`src/rtl/aes_pkg.sv`:
```
// Shared AES constants, InvMixColumns FSM encoding and GF(2^8) helpers.
package aes_pkg;

    localparam logic [7:0] AES_POLY = 8'h1B;

    localparam logic [7:0] COEF_0E = 8'h0E;
    localparam logic [7:0] COEF_0B = 8'h0B;
    localparam logic [7:0] COEF_0D = 8'h0D;
    localparam logic [7:0] COEF_09 = 8'h09;

    localparam logic [1:0] ST_IDLE = 2'd0;
    localparam logic [1:0] ST_CALC = 2'd1;
    localparam logic [1:0] ST_DONE = 2'd2;

    function automatic logic [7:0] xtime(input logic [7:0] a);
        return {a[6:0], 1'b0} ^ (a[7] ? AES_POLY : 8'h00);
    endfunction

    // Constant multiply as a chain of xtime doublings; c is a synthesis-time constant.
    function automatic logic [7:0] gf_mul_const(input logic [7:0] a, input logic [7:0] c);
        logic [7:0] acc;
        logic [7:0] pow;
        acc = 8'h00;
        pow = a;
        for (int i = 0; i < 8; i++) begin
            if (c[i]) acc = acc ^ pow;
            pow = xtime(pow);
        end
        return acc;
    endfunction

endpackage

```
`src/rtl/inv_mix_column.sv`:
```
// Combinational InvMixColumns of one 32-bit column; byte r of the column is row r.
module inv_mix_column
    import aes_pkg::*;
(
    input  logic [31:0] col_in,
    output logic [31:0] col_out
);

    logic [7:0] a0, a1, a2, a3;

    assign a0 = col_in[7:0];
    assign a1 = col_in[15:8];
    assign a2 = col_in[23:16];
    assign a3 = col_in[31:24];

    assign col_out[7:0]   = gf_mul_const(a0, COEF_0E) ^ gf_mul_const(a1, COEF_0B)
                          ^ gf_mul_const(a2, COEF_0D) ^ gf_mul_const(a3, COEF_09);
    assign col_out[15:8]  = gf_mul_const(a0, COEF_09) ^ gf_mul_const(a1, COEF_0E)
                          ^ gf_mul_const(a2, COEF_0B) ^ gf_mul_const(a3, COEF_0D);
    assign col_out[23:16] = gf_mul_const(a0, COEF_0D) ^ gf_mul_const(a1, COEF_09)
                          ^ gf_mul_const(a2, COEF_0E) ^ gf_mul_const(a3, COEF_0B);
    assign col_out[31:24] = gf_mul_const(a0, COEF_0B) ^ gf_mul_const(a1, COEF_0D)
                          ^ gf_mul_const(a2, COEF_09) ^ gf_mul_const(a3, COEF_0E);

endmodule

```
`src/rtl/inv_mix_columns_seq.sv`:
```
// Iterative InvMixColumns: COLS_PER_CYCLE columns per clock, valid/ready on both sides.
//   state   | meaning
//   IDLE    | waiting for a block, in_ready high once out of reset
//   CALC    | transforming columns col_cnt.. in the work register
//   DONE    | result on out_state, held until out_ready
module inv_mix_columns_seq
    import aes_pkg::*;
#(
    parameter int COLS_PER_CYCLE = 1
) (
    input  logic         clk,
    input  logic         rst,
    input  logic         in_valid,
    output logic         in_ready,
    input  logic [127:0] in_state,
    output logic         out_valid,
    input  logic         out_ready,
    output logic [127:0] out_state
);

    localparam logic [1:0] LAST_COL = 2'(4 - COLS_PER_CYCLE);
    localparam logic [1:0] COL_STEP = 2'(COLS_PER_CYCLE);

    if (COLS_PER_CYCLE != 1 && COLS_PER_CYCLE != 2 && COLS_PER_CYCLE != 4) begin : g_bad_cols
        $error("inv_mix_columns_seq: COLS_PER_CYCLE must be 1, 2 or 4");
    end

    logic [1:0]   state;
    logic [1:0]   col_cnt;
    logic [127:0] work;
    logic [127:0] work_next;
    logic         ready_en;
    logic         accept;

    logic [1:0]  col_idx [COLS_PER_CYCLE];
    logic [31:0] col_in  [COLS_PER_CYCLE];
    logic [31:0] col_out [COLS_PER_CYCLE];

    for (genvar g = 0; g < COLS_PER_CYCLE; g++) begin : g_col
        assign col_idx[g] = col_cnt + 2'(g);
        assign col_in[g]  = work[{col_idx[g], 5'b0} +: 32];

        inv_mix_column u_col (
            .col_in  (col_in[g]),
            .col_out (col_out[g])
        );
    end

    always_comb begin
        work_next = work;
        for (int g = 0; g < COLS_PER_CYCLE; g++) begin
            work_next[{col_idx[g], 5'b0} +: 32] = col_out[g];
        end
    end

    // ready_en keeps in_ready low until the first edge after reset release.
    assign in_ready  = ready_en & ((state == ST_IDLE) | ((state == ST_DONE) & out_ready));
    assign out_valid = (state == ST_DONE);
    assign accept    = in_valid & in_ready;

    always_ff @(posedge clk or posedge rst) begin
        if (rst) begin
            state     <= ST_IDLE;
            col_cnt   <= 2'd0;
            work      <= '0;
            out_state <= '0;
            ready_en  <= 1'b0;
        end else begin
            ready_en <= 1'b1;
            case (state)
                ST_IDLE: begin
                    if (accept) begin
                        work    <= in_state;
                        col_cnt <= 2'd0;
                        state   <= ST_CALC;
                    end
                end
                ST_CALC: begin
                    work <= work_next;
                    if (col_cnt == LAST_COL) begin
                        out_state <= work_next;
                        col_cnt   <= 2'd0;
                        state     <= ST_DONE;
                    end else begin
                        col_cnt <= col_cnt + COL_STEP;
                    end
                end
                ST_DONE: begin
                    if (out_ready) begin
                        if (accept) begin
                            work    <= in_state;
                            col_cnt <= 2'd0;
                            state   <= ST_CALC;
                        end else begin
                            state <= ST_IDLE;
                        end
                    end
                end
                default: state <= ST_IDLE;
            endcase
        end
    end

endmodule
```
`config.mk`:
```
export PLATFORM = sky130hd
export DESIGN_NAME = inv_mix_columns_seq
export DESIGN_NICKNAME = d
export VERILOG_FILES = /design/src/rtl/aes_pkg.sv /design/src/rtl/inv_mix_column.sv /design/src/rtl/inv_mix_columns_seq.sv
export SDC_FILE = /design/constraint.sdc
export NUM_CORES = 1
export LEC_CHECK = 0
export CELL_PAD_IN_SITES_DETAIL_PLACEMENT = 1
export CELL_PAD_IN_SITES_GLOBAL_PLACEMENT = 1
export CORE_MARGIN = 2
export CORE_UTILIZATION = 42
export DETAILED_ROUTE_END_ITERATION = 12
export PLACE_DENSITY = 0.89
export SKIP_CTS_REPAIR_TIMING = 1
export SLEW_MARGIN = 40
export SYNTH_ARGS = -nofsm -noshare
export SYNTH_HDL_FRONTEND = slang
export SYNTH_SLANG_ARGS = --single-unit
```
`constraint.sdc`:
```
create_clock -name clk -period 11.1 [get_ports clk]
set_clock_uncertainty 0.2 [all_clocks]
set_input_delay 2.22 -clock clk [delete_from_list [all_inputs] [get_ports clk]]
set_output_delay 2.22 -clock clk [all_outputs]
set_load 0.05 [all_outputs]
```
==> flow_metrics.tcl <==
set metrics [dict create \
    status "finished, final reports clean" \
    drtPass1Iterations 5 \
    drv_cap 0 \
    netlist_area_mm2 0.0143 \
    period_needed_ps 6450 \
    r2r_end "out_state[123]$_DFFE_PP0P_" \
    synth_top_area_share_pct 45.6 \
    synth.avg_cell_area_um2 10.7 \
    period_share_pct 58.1 \
    start_util_pct 42.7 \
    syn2layout_area_growth_pct 27.4 \
    use_met3_pct 5.77 \
    min-delay-path-class "flop to flop" \
    fmax_mhz 155 \
    fill_cells 3581 \
    slew_violations 0 \
    antenna_found_initial 0 \
    endpoint "in_ready" \
    grt-ovfl-total 0 \
    setup_violations 0 \
    worst_setup_path_start_kind "input pin" \
    clock_latency_ps 570 \
    clockBufferDepth 3 \
    r2r_slack_ps 6320 \
    hold_viol_final 0 \
    rsz0062_at_grt "no" \
    tightest_slew_ps 833 \
    via_count 12672 \
    critPathKind "input pin to output port" \
    synth-edff-count 0 \
    grt_pass1_vias 13382 \
    cts_tree "built" \
    crit_path_max_incr_delay_ps 890 \
    use_met1_pct 38.6 \
    wl_per_cell_um 27.3 \
    h-tree-depth 1 \
    grt_start_max_net_pins 108 \
    critPathArrivalTime_ps 4030 \
    cts_buffers 29 \
    synth-seq-cells 261 \
    row_count 67 \
    wl_um 54900 \
    die_width_um 189 \
    top_usage_layer "met2" \
    critical_path.max_fanout 3 \
    rr_worst_depth 8 \
    cp-end-kind "output port" \
    grt_pass1_wl_um 82700 \
    multi_input_area_mm2 0.00736 \
    postRouteAntennaNets 0 \
    clk_pin_slew_ps 70 \
    synth_area_leaders "dfrtp_1 46%, a22oi_1 6.7%, xnor2_1 6.7%" \
    ys_types 41 \
    regArea_mm2 0.00653 \
    critical_path.cell_chain "clkdlybuf4s50_1 -> nor2b_1 -> nor3b_1 -> clkdlybuf4s50_1" \
    nets 1680 \
    ioPinCount 262 \
    gp_congestion 0.949 \
    netlist_instances 1334 \
    hpwlAfterDp_um 37400 \
    cts_root_buffer "clkbuf_16" \
    core_area_mm2 0.0335 \
    layout-drive-gt1-share_pct 9.28 \
    tns_ps 0 \
    die-area_mm2 0.0356 \
    grtUsageMet2_pct 52.3 \
    cp.required_ps 8680 \
    ys.flop_type "dfrtp_1" \
    track_usage_pct 30.6 \
    ys_seq_area_share_pct 45.6 \
    yosys.area.top_type "dfrtp_1" \
    slowest_stage "clkdlybuf4s50_1" \
    cts_sinks 261 \
    worstReg2RegStart "col_cnt[0]$_DFFE_PP0P_" \
    slew_headroom_pct 44.4 \
    drtIter0Drc 1419 \
    syn_nets 1472 \
    io_buffers 261 \
    yosys_warnings 0 \
    viasPerCell 6.30 \
    crit_top_cell "clkdlybuf4s50_1" \
    post-route-drc-count 0 \
    diodes 0 \
    async_reset_ff_share_pct 100 \
    die_h_um 189 \
    startpoint "out_ready" \
]
state kept, by name, summed over array words and instances, names as in the netlist:
| name | cells |
|---|---|
| out_state | 128 |
| work | 128 |
| col_cnt | 2 |
| state | 2 |
| ready_en | 1 |
layout make-up:
cell class                 instances  area share, %
sequential                       261           35.8
clock inverter                    10          0.487
timing repair buffer             283           15.4
tap                              448           3.07
inverter                           9          0.233
multi-input combinational        958           40.4
clock buffer                      42           4.63
kinds of logic after synthesis:
| kind of cell | after synthesis | share of synthesized area (%) |
|---|---|---|
| mux | 32 | 5.04 |
| buf+inv | 115 | 3.52 |
| other cells | 1 | 0.0262 |
| compound gates | 440 | 20.3 |
| fa+ha+maj | 6 | 0.525 |
| flops | 261 | 45.6 |
| xor+xnor | 203 | 16.8 |
| simple gates | 276 | 8.17 |
cells in the mapped netlist (3+ instances only):
cell / number
a21oi_1: 60
o21ai_0: 146
a2bb2oi_1: 16
xnor2_4: 3
ha_1: 6
inv_1: 9
nand3_1: 20
a22oi_1: 128
xnor3_1: 24
nor2_1: 157
xor3_1: 5
buf_4: 7
xor2_1: 44
dfrtp_1: 261
buf_6: 5
xnor2_1: 109
o31ai_1: 5
xnor3_2: 3
o211ai_1: 16
mux4_2: 32
nand2b_1: 22
a221oi_1: 60
xnor2_2: 11
o21ai_1: 5
nor4_1: 3
and3_1: 4
buf_2: 6
nand2_1: 58
a221oi_2: 4
clkbuf_1: 88
xor2_2: 3
cells in the final DEF, fill, tap and decap left out, types with 18 or more instances in the layout:
master	n
nor2_1	157
a21oi_1	56
buf_4	18
mux4_2	32
o21ai_0	146
a221oi_1	60
nand2_1	56
clkbuf_16	29
clkdlybuf4s50_1	261
nand2b_1	21
dfrtp_1	259
xnor3_1	24
xnor2_1	108
xor2_1	44
a22oi_1	128
nand3_1	20
metrics by stage:
stage                     hold slack (ps)  utilization [%]  instances  setup slack [ps]  instance area (µm²)
after detailed placement              278             51.5       1958              4660                17300
after CTS                             292             54.3       2010              4630                18200
final                                 287             54.4       2011              4650                18200
after global routing                  321             54.4       2011              4570                18200
after floorplan                       281                -       1334              1500                14300
after global placement                265             51.4       1958              4770                17200
worst min path at each step:
stage	cells past startpoint	startpoint	endpoint	slack, ps
2_1_floorplan	2	work[90]$_DFFE_PP0P_	work[90]$_DFFE_PP0P_	280
3_3_place_gp	2	out_state[80]$_DFFE_PP0P_	out_state[80]$_DFFE_PP0P_	260
3_5_place_dp	2	out_state[72]$_DFFE_PP0P_	out_state[72]$_DFFE_PP0P_	280
4_1_cts	2	out_state[72]$_DFFE_PP0P_	out_state[72]$_DFFE_PP0P_	290
5_1_grt	2	out_state[110]$_DFFE_PP0P_	out_state[110]$_DFFE_PP0P_	320
6_report	2	out_state[8]$_DFFE_PP0P_	out_state[8]$_DFFE_PP0P_	290
routing by layer:
metal | part of all wire (%) | up-vias
li1 | - | 5263
met1 | 38 | 6505
met2 | 50 | 752
met3 | 8.4 | 152
met4 | 3.9 | 0
met5 | 0 | -
worst max-delay path, delay by kind of cell:
kind	cells	cell delay [ps]
buf+inv	2	1370
simple gates	2	440
Power is not shown: default switching activity piles up to over one toggle a cycle in this logic, so the estimate is an artifact.
